## src/rtl/uart_rx_ovs.sv

```systemverilog
// UART receiver, 8 data bits LSB first, 1 stop bit, 16x oversampling with 3-sample majority vote.
// Optional parity bit when UART_RX_PARITY_EN is defined; one-entry ready/valid output buffer.
module uart_rx_ovs #(
   parameter int CLK_FREQ_HZ = 25000000,
   parameter int BAUD_RATE   = 115200,
   parameter int SYNC_STAGES = 2
`ifdef UART_RX_PARITY_EN
   ,
   parameter bit PARITY_ODD  = 1'b0
`endif
) (
   input  logic       clk_i,
   input  logic       arst_i,
   input  logic       rx_i,
   output logic [7:0] data_o,
   output logic       valid_o,
   input  logic       ready_i,
   output logic       busy_o,
   output logic       frame_err_o,
   output logic       overrun_o,
   output logic       parity_err_o
);

   localparam int OVS_DIV = CLK_FREQ_HZ / (BAUD_RATE * 16);
   localparam int OVS_W   = (OVS_DIV > 1) ? $clog2(OVS_DIV) : 1;
   localparam logic [OVS_W-1:0] OVS_LAST = OVS_W'(OVS_DIV - 1);

   localparam logic [3:0] TICK_S0  = 4'd7;
   localparam logic [3:0] TICK_S1  = 4'd8;
   localparam logic [3:0] TICK_DEC = 4'd9;
   localparam logic [3:0] TICK_END = 4'd15;

   typedef enum logic [2:0] {
      S_IDLE   = 3'd0,
      S_START  = 3'd1,
      S_DATA   = 3'd2,
      S_STOP   = 3'd3
`ifdef UART_RX_PARITY_EN
      ,
      S_PARITY = 3'd4
`endif
   } state_e;

   // ------------------------------------------------------------------
   // Input synchroniser and edge history
   // ------------------------------------------------------------------
   logic [SYNC_STAGES-1:0] sync_q;
   logic                   rx_prev_q;
   logic                   rx_s;

   assign rx_s = sync_q[SYNC_STAGES-1];

   // NOTE: sequential state uses non-blocking assignments so every flop samples pre-edge values.
   always_ff @(posedge clk_i or negedge arst_i) begin
      if (!arst_i) begin
         sync_q    <= '1;
         rx_prev_q <= 1'b1;
      end else begin
         sync_q    <= {sync_q[SYNC_STAGES-2:0], rx_i};
         rx_prev_q <= rx_s;
      end
   end

   // ------------------------------------------------------------------
   // Receive datapath and FSM state
   // ------------------------------------------------------------------
   state_e           state_q, state_d;
   logic [OVS_W-1:0] ovs_q, ovs_d;
   logic [3:0]       tick_q, tick_d;
   logic [2:0]       bit_q, bit_d;
   logic [1:0]       samp_q, samp_d;
   logic [7:0]       shreg_q, shreg_d;

   logic tick;
   logic decide;
   logic last_tick;
   logic bit_val;
   logic fall;
   logic deliver;
   logic frame_err_d;

`ifdef UART_RX_PARITY_EN
   logic par_mis_q, par_mis_d;
   logic parity_err_q, parity_err_d;
   logic par_exp;

   assign par_exp = (^shreg_q) ^ PARITY_ODD;
`endif

   assign tick      = (ovs_q == OVS_LAST);
   assign decide    = tick && (tick_q == TICK_DEC);
   assign last_tick = tick && (tick_q == TICK_END);
   assign fall      = rx_prev_q && !rx_s;
   // Two stored samples (ticks 7, 8) vote with the live sample at tick 9.
   assign bit_val   = (samp_q[1] & samp_q[0]) | (samp_q[1] & rx_s) | (samp_q[0] & rx_s);

   // NOTE: every signal written here gets a default first, so no path can infer a latch.
   always_comb begin
      state_d     = state_q;
      ovs_d       = ovs_q;
      tick_d      = tick_q;
      bit_d       = bit_q;
      samp_d      = samp_q;
      shreg_d     = shreg_q;
      deliver     = 1'b0;
      frame_err_d = 1'b0;
`ifdef UART_RX_PARITY_EN
      par_mis_d    = par_mis_q;
      parity_err_d = 1'b0;
`endif

      // Idle holds the phase counters at zero, so START entry phase-locks to the edge.
      if (state_q == S_IDLE) begin
         ovs_d  = '0;
         tick_d = '0;
      end else begin
         ovs_d = tick ? '0 : ovs_q + OVS_W'(1);
         if (tick) begin
            tick_d = tick_q + 4'd1;
         end
         if (tick && (tick_q == TICK_S0)) begin
            samp_d[1] = rx_s;
         end
         if (tick && (tick_q == TICK_S1)) begin
            samp_d[0] = rx_s;
         end
      end

      case (state_q)
         S_IDLE: begin
            if (fall) begin
               state_d = S_START;
               bit_d   = '0;
`ifdef UART_RX_PARITY_EN
               par_mis_d = 1'b0;
`endif
            end
         end

         S_START: begin
            if (decide && bit_val) begin
               state_d = S_IDLE;
            end else if (last_tick) begin
               state_d = S_DATA;
               bit_d   = '0;
            end
         end

         S_DATA: begin
            if (decide) begin
               shreg_d = {bit_val, shreg_q[7:1]};
            end
            if (last_tick) begin
               if (bit_q == 3'd7) begin
`ifdef UART_RX_PARITY_EN
                  state_d = S_PARITY;
`else
                  state_d = S_STOP;
`endif
               end else begin
                  bit_d = bit_q + 3'd1;
               end
            end
         end

`ifdef UART_RX_PARITY_EN
         S_PARITY: begin
            if (decide) begin
               par_mis_d = (bit_val != par_exp);
            end
            if (last_tick) begin
               state_d = S_STOP;
            end
         end
`endif

         S_STOP: begin
            // Leave at the stop decision so a short stop bit cannot swallow the next start edge.
            if (decide) begin
               state_d = S_IDLE;
               if (!bit_val) begin
                  frame_err_d = 1'b1;
`ifdef UART_RX_PARITY_EN
               end else if (par_mis_q) begin
                  parity_err_d = 1'b1;
`endif
               end else begin
                  deliver = 1'b1;
               end
            end
         end

         default: state_d = S_IDLE;
      endcase
   end

   always_ff @(posedge clk_i or negedge arst_i) begin
      if (!arst_i) begin
         state_q <= S_IDLE;
         ovs_q   <= '0;
         tick_q  <= '0;
         bit_q   <= '0;
         samp_q  <= '0;
         shreg_q <= '0;
      end else begin
         state_q <= state_d;
         ovs_q   <= ovs_d;
         tick_q  <= tick_d;
         bit_q   <= bit_d;
         samp_q  <= samp_d;
         shreg_q <= shreg_d;
      end
   end

   // ------------------------------------------------------------------
   // One-entry output buffer and error pulses
   // ------------------------------------------------------------------
   logic [7:0] data_q, data_d;
   logic       valid_q, valid_d;
   logic       overrun_q, overrun_d;
   logic       frame_err_q;

   always_comb begin
      data_d    = data_q;
      valid_d   = valid_q;
      overrun_d = 1'b0;

      if (valid_q && ready_i) begin
         valid_d = 1'b0;
      end
      if (deliver) begin
         if (!valid_q || ready_i) begin
            data_d  = shreg_q;
            valid_d = 1'b1;
         end else begin
            overrun_d = 1'b1;
         end
      end
   end

   always_ff @(posedge clk_i or negedge arst_i) begin
      if (!arst_i) begin
         data_q      <= '0;
         valid_q     <= 1'b0;
         overrun_q   <= 1'b0;
         frame_err_q <= 1'b0;
      end else begin
         data_q      <= data_d;
         valid_q     <= valid_d;
         overrun_q   <= overrun_d;
         frame_err_q <= frame_err_d;
      end
   end

`ifdef UART_RX_PARITY_EN
   always_ff @(posedge clk_i or negedge arst_i) begin
      if (!arst_i) begin
         par_mis_q    <= 1'b0;
         parity_err_q <= 1'b0;
      end else begin
         par_mis_q    <= par_mis_d;
         parity_err_q <= parity_err_d;
      end
   end

   assign parity_err_o = parity_err_q;
`else
   assign parity_err_o = 1'b0;
`endif

   assign data_o      = data_q;
   assign valid_o     = valid_q;
   assign overrun_o   = overrun_q;
   assign frame_err_o = frame_err_q;
   assign busy_o      = (state_q != S_IDLE);

endmodule

```

## config.mk

```make
export PLATFORM = sky130hd
export DESIGN_NAME = uart_rx_ovs
export DESIGN_NICKNAME = d
export VERILOG_FILES = /design/src/rtl/uart_rx_ovs.sv
export SDC_FILE = /design/constraint.sdc
export NUM_CORES = 1
export LEC_CHECK = 0
export ABC_AREA = 1
export CORE_ASPECT_RATIO = 0.8
export CORE_MARGIN = 3
export CORE_UTILIZATION = 59
export CTS_BUF_LIST = sky130_fd_sc_hd__clkbuf_4
export DETAILED_ROUTE_END_ITERATION = 8
export PLACE_DENSITY_LB_ADDON = 0.25
export SLEW_MARGIN = 20
export SYNTH_ARGS = -nofsm -noshare
export SYNTH_HDL_FRONTEND = slang
export SYNTH_SLANG_ARGS = --single-unit
export TNS_END_PERCENT = 10
```

## constraint.sdc

```tcl
create_clock -name clk_i -period 1.6 [get_ports clk_i]
set_input_delay 0.4 -clock clk_i [delete_from_list [all_inputs] [get_ports clk_i]]
set_output_delay 0.4 -clock clk_i [all_outputs]
set_load 0.005 [all_outputs]
```

==> results of run 1 <==
-- placed cells by master, fill, tap and decap left out, types with 6 or more instances in the layout --
cell type      count
nand3_1            6
dlygate4sd2_1      9
o21ai_0           12
o21ai_1           11
nor2_1             8
nand2_1           48
inv_1             17
buf_4             12
ha_1               6
dfrtp_1           34
inv_2              8
clkbuf_4           6
-- metrics by stage --
step / util / setup slack, ns / std cells
after detailed placement: 0.716 / 0.00624 / 249
after global routing: 0.768 / -0.0586 / 263
after floorplan: - / 0.114 / 191
final: 0.768 / 0.0547 / 263
after CTS: 0.741 / -0.0220 / 257
after global placement: 0.716 / 0.0577 / 249
-- timing repair --
item,4_1_cts,5_1_grt
gates resized for setup,12,13
buffers inserted,0,6
pin swaps,0,4
setup endpoints to repair,12,20
gates cloned,0,0
-- routing by layer --
layer | routed length, um | up-vias
li1 | - | 678
met1 | 1600 | 617
met2 | 1490 | 41
met3 | 214 | 9
met4 | 83 | 0
met5 | 0 | -
-- Yosys cell counts, types with 2 or more instances --
library cell,instances,area [um^2]
nor3_1,3,15.0
nand2_1,49,184
nor2_4,4,45.0
a21oi_1,2,10.0
nand2_2,3,18.8
ha_1,7,87.6
nand2_4,3,33.8
nand3_1,6,30.0
nor2_2,3,18.8
nand3_4,2,35.0
o21ai_1,10,50.1
dfrtp_1,34,851
dfstp_2,3,78.8
o21ai_0,13,65.1
inv_2,4,15.0
nor4_1,2,12.5
inv_1,21,78.8
a21oi_2,2,17.5
nor2_1,8,30.0
-- worst max-delay path, stage by stage, from the launching register on --
cell	delay, ns
dfrtp_1	0.41
inv_2	0.10
ha_4	0.17
nand3_4	0.10
nor2_4	0.19
nand3_4	0.12
buf_4	0.17
o21ai_1	0.12
nand2_1	0.06
-- registers in the layout, summed over array words and instances, names as in the netlist, 2 cells and up --
name,flops
ovs_q,4
tick_q,4
shreg_q,8
data_o,8
samp_q,2
state_q,2
sync_q,2
bit_q,3
-- cells by family (layout without fill, tap and decap cells) --
group / Yosys count / count (layout) / synth area share
other: 1 / 1 / 0.00210
xor gates and xnor gates: 2 / 2 / 0.00983
AOI/OAI and AO/OA: 29 / 29 / 0.0891
adders and majority gates: 7 / 7 / 0.0491
DFF: 37 / 37 / 0.521
buffers and inverters: 27 / 61 / 0.0632
and+or+nand+nor: 88 / 88 / 0.265
-- path summary, 6_finish.rpt --
kind                                  end  slack, ns  cells past startpoint
worst min-delay path            sync_q[1]       0.38                      0
worst max-delay path            data_o[2]       0.05                      8
worst min register to register  sync_q[1]       0.38                      0
min in group asynchronous        ovs_q[3]       0.42                      2
worst max register to register  data_o[2]       0.05                      8
max in group asynchronous       rx_prev_q       0.92                      2
-- power by group through the flow --
stage / clock (mW) / combinational, mW / sequential (mW)
6_report: 0.641 / 0.956 / 1.10
5_1_grt: 0.699 / 1.07 / 1.11
4_1_cts: 0.655 / 0.858 / 1.09
3_5_place_dp: 0 / 0.854 / 1.11
3_3_place_gp: 0 / 0.817 / 1.11
2_1_floorplan: 0 / 0.580 / 1.12
-- area by class of cell --
class                           count  area [um^2]
Sequential cell                    37          930
Multi-Input combinational cell    127          773
Fill cell                         192          657
Timing Repair Buffer               28          249
Inverter                           25         93.8
Tap cell                           38         47.5
Clock buffer                        6         45.0
Clock inverter                      2         33.8
==> impl_metrics.env, run 1 <==
export IMPL_status="finished, final reports clean"
export IMPL_synthArstFlopShare=1.00
export IMPL_rows=17
export IMPL_p_clk_frac=0.238
export IMPL_fmax_ghz=0.647
export IMPL_yosysSeqAreaShare=0.521
export IMPL_worst_setup_path_start_kind="flop"
export IMPL_slew_violations=0
export IMPL_switching_share=0.348
export IMPL_first_pass_iters=4
export IMPL_hold_viol=0
export IMPL_n_antenna_cell=0
export IMPL_antenna_found_initial=0
export IMPL_vdd_drop_max_mv=1.19
export IMPL_first_iter_violations=119
export IMPL_core_um2=2830
export IMPL_ys_ff_latch=37
export IMPL_synthesis_area_um2=1780
export IMPL_grt_use_met1=0.273
export IMPL_p_leak_nw=1.14
export IMPL_clk_pin_slew_ns=0.11
export IMPL_min_from="sync_q[0]"
export IMPL_gp_congestion=0.833
export IMPL_gr_usage_all_layers=0.207
export IMPL_wire_per_inst_um=12.9
export IMPL_die_y_um=55.2
export IMPL_grt_pass1_wl_mm=5.47
export IMPL_pwr_share_comb=0.355
export IMPL_crit_fanout=5
export IMPL_htreeDepth=2
export IMPL_required_ns=1.85
export IMPL_postPlaceCellArea_um2=2030
export IMPL_power_switching_mw=0.937
export IMPL_endpoint_kind="flop"
export IMPL_critPathArrivalTime_ns=1.79
export IMPL_drc=0
export IMPL_grt_max_degree=38
export IMPL_rr_startpoint="ovs_q[0]"
export IMPL_clock_latency_ns=0.35
export IMPL_vias=1345
export IMPL_syn_avg_cell_area_um2=9.33
export IMPL_die_x_um=67.5
export IMPL_clock_path_buffers=2
export IMPL_whs_ns=0.379
export IMPL_dieArea_um2=3720
export IMPL_syn_to_final_growth_pct=21.8
export IMPL_fin_crit_sh=0.966
export IMPL_synth_enable_flop_cells=0
export IMPL_use_met2=0.312
export IMPL_rsz0062_at_grt="true"
export IMPL_numCtsBuffers=5
export IMPL_fin_nets=235
export IMPL_criticalPathCategory="reg -> reg"
export IMPL_max_cap_viol_count=0
export IMPL_port_buffers=15
export IMPL_io_pins=17
export IMPL_start_util=0.630
export IMPL_internal_power_mw=1.76
export IMPL_power_density_nw_per_um2=1240
export IMPL_syn_inst=191
export IMPL_synth_top_flop_cell="dfrtp_1"
export IMPL_grt_overflow=0
export IMPL_drive_gt1_frac=0.244
export IMPL_synth_nets=202
export IMPL_setup_viol=0
export IMPL_seq_power_share=0.408
export IMPL_ys_warnings_count=0
export IMPL_dp_hpwl_mm=2.49
export IMPL_cts_hold_fix_buffers=0
export IMPL_grt_busiest_layer="met2"
export IMPL_hold_class="reg -> reg"
export IMPL_cts_tree="built"
export IMPL_synthDistinctLibCells=31
export IMPL_critPathLaunch="ovs_q[0]"
export IMPL_grt_use_met3=0.0747
export IMPL_power_mw=2.70
export IMPL_fin_tns_setup_ns=0
export IMPL_final_area_um2=2170
export IMPL_routed_wirelength_mm=3.39
export IMPL_grt_pass1_vias=1187
export IMPL_clock_sinks=37
export IMPL_ant_nets=0
export IMPL_min_period_ns=1.55
export IMPL_root_buffer="clkbuf_4"
export IMPL_viasPerCell=5.11
export IMPL_finClkSkew_ns=0.0164
No activity file was read; power rests on OpenSTA's default activity.
==> run 2, diff against run 1 <==
--- a/config.mk
+++ b/config.mk
@@ -12,6 +12,8 @@
 export CTS_BUF_LIST = sky130_fd_sc_hd__clkbuf_4
 export DETAILED_ROUTE_END_ITERATION = 8
 export PLACE_DENSITY_LB_ADDON = 0.25
+export SETUP_SLACK_MARGIN = 0.15
+export SKIP_LAST_GASP = 1
 export SLEW_MARGIN = 20
 export SYNTH_ARGS = -nofsm -noshare
 export SYNTH_HDL_FRONTEND = slang
==> impl_metrics.env, run 2 (synthesis gave the netlist of run 1 again) <==
export IMPL_mostFrequentLayoutCell="nand2_1"
export IMPL_drc=0
export IMPL_die_x_um=67.5
export IMPL_port_buffers=15
export IMPL_routed_wirelength_mm=4.51
export IMPL_max_cap_viol_count=0
export IMPL_rsz0062_at_grt="true"
export IMPL_io_pins=17
export IMPL_fillers=151
export IMPL_path_buf_inv=1
export IMPL_gp_congestion=0.786
export IMPL_fin_crit_sh=1.04
export IMPL_criticalPathCategory="reg -> out"
export IMPL_first_iter_violations=78
export IMPL_clock_path_buffers=2
export IMPL_crit_fanout=2
export IMPL_dp_hpwl_mm=2.54
export IMPL_htreeDepth=2
export IMPL_cts_tree="built"
export IMPL_n_antenna_cell=0
export IMPL_status="complete, but fails checks"
export IMPL_postPlaceCellArea_um2=2020
export IMPL_syn_to_final_growth_pct=31.2
export IMPL_drive_gt1_frac=0.301
export IMPL_root_buffer="clkbuf_4"
export IMPL_whs_ns=0.365
export IMPL_grt_pass1_vias=1510
export IMPL_power_density_nw_per_um2=1310
export IMPL_fmax_ghz=0.603
export IMPL_grt_overflow=0
export IMPL_wire_per_inst_um=16.5
export IMPL_endpoint_kind="output port"
export IMPL_finClkSkew_ns=0.00654
export IMPL_clk_pin_slew_ns=0.11
export IMPL_p_leak_nw=1.15
export IMPL_final_area_um2=2340
export IMPL_multi_input_area_um2=818
export IMPL_setup_ws_ns=-0.0581
export IMPL_hold_viol=0
export IMPL_first_pass_iters=4
export IMPL_grt_pass1_wl_mm=6.92
export IMPL_gr_usage_all_layers=0.263
export IMPL_core_um2=2830
export IMPL_dieArea_um2=3720
export IMPL_seq_area_um2=930
export IMPL_start_util=0.630
export IMPL_numCtsBuffers=5
export IMPL_hold_class="reg -> reg"
export IMPL_ant_nets=0
export IMPL_vdd_drop_max_mv=0.927
export IMPL_slew_violations=0
export IMPL_antenna_found_initial=0
export IMPL_min_period_ns=1.66
export IMPL_fin_nets=246
export IMPL_vias=1510
export IMPL_cp_slowest_cell="clkdlybuf4s50_1"
export IMPL_clock_latency_ns=0.35
export IMPL_required_ns=1.20
export IMPL_grt_max_degree=38
export IMPL_dp_slack_ns=-0.00228
export IMPL_setup_viol=6
export IMPL_cp_cell_sequence="clkdlybuf4s50_1"
export IMPL_cp_top_family="buffers and inverters"
export IMPL_power_mw=3.06
export IMPL_die_y_um=55.2
export IMPL_rows=17
export IMPL_viasPerCell=5.51
export IMPL_critPathArrivalTime_ns=1.26
export IMPL_final_cell_mix="47 x nand2_1, 34 x dfrtp_1, 21 x buf_4, 17 x inv_1, 13 x o21ai_0"
export IMPL_violations="setup timing"
export IMPL_clock_sinks=37
export IMPL_max_stage_delay_ns=0.53
export IMPL_worst_setup_path_start_kind="flop"
run 2: cell types whose count changed in the layout (fill, tap and decap cells not counted), moves of 2 or more:
cell / previous run / this run
buf_6: 0 / 2
buf_4: 12 / 21
ha_1: 6 / 4
clkdlybuf4s50_1: 3 / 12
o21ai_1: 11 / 8
o21ai_2: 1 / 3
ha_4: 1 / 3
dlygate4sd2_1: 9 / 1
run 2: repair_timing:
action,CTS,global route
gates resized for setup,13,10
pin swaps,10,4
setup endpoints to repair,32,34
hold buffers,0,0
setup buffers,16,2
run 2: metal layers:
| layer | vias to the layer above | global-route usage | wire length, um |
|---|---|---|---|
| met1 | 754 | 0.288 | 1870 |
| met2 | 46 | 0.475 | 2320 |
| li1 | 695 | - | - |
| met4 | 0 | 0.145 | 142 |
| met5 | - | 0 | 0 |
| met3 | 15 | 0.0646 | 180 |
run 2: through the flow:
stage          utilization  std cells   TNS, ns
2_1_floorplan            -        191         0
3_3_place_gp         0.716        248         0
3_5_place_dp         0.716        248  -0.00228
4_1_cts              0.809        272    -0.102
5_1_grt              0.827        274    -0.754
6_report             0.827        274   -0.0928
run 2: final cells by class:
cell class,count,area share
multi-input cells,127,0.350
inverters,25,0.0401
clock buffers,5,0.0161
well taps,38,0.0203
clock inverters,3,0.0278
flip-flops and latches,37,0.398
repair buffers,39,0.148
run 2: worst paths after layout:
| check | startpoint | endpoint | slack, ns | cells after the start |
|---|---|---|---|---|
| worst max register to register | tick_q[0] | data_o[0] | 0.02 | 7 |
| worst min-delay path | sync_q[0] | sync_q[1] | 0.36 | 0 |
| max in group asynchronous | arst_i | sync_q[0] | 0.92 | 2 |
| worst max-delay path | data_o[0] | data_o[0] | -0.06 | 1 |
| min in group asynchronous | arst_i | tick_q[1] | 0.43 | 2 |
| worst min register to register | sync_q[0] | sync_q[1] | 0.36 | 0 |
run 2: power by group:
part           total, mW  switching, mW  internal (mW)
Sequential          1.11         0.0828           1.02
Clock              0.809          0.326          0.484
Combinational       1.14          0.687          0.457
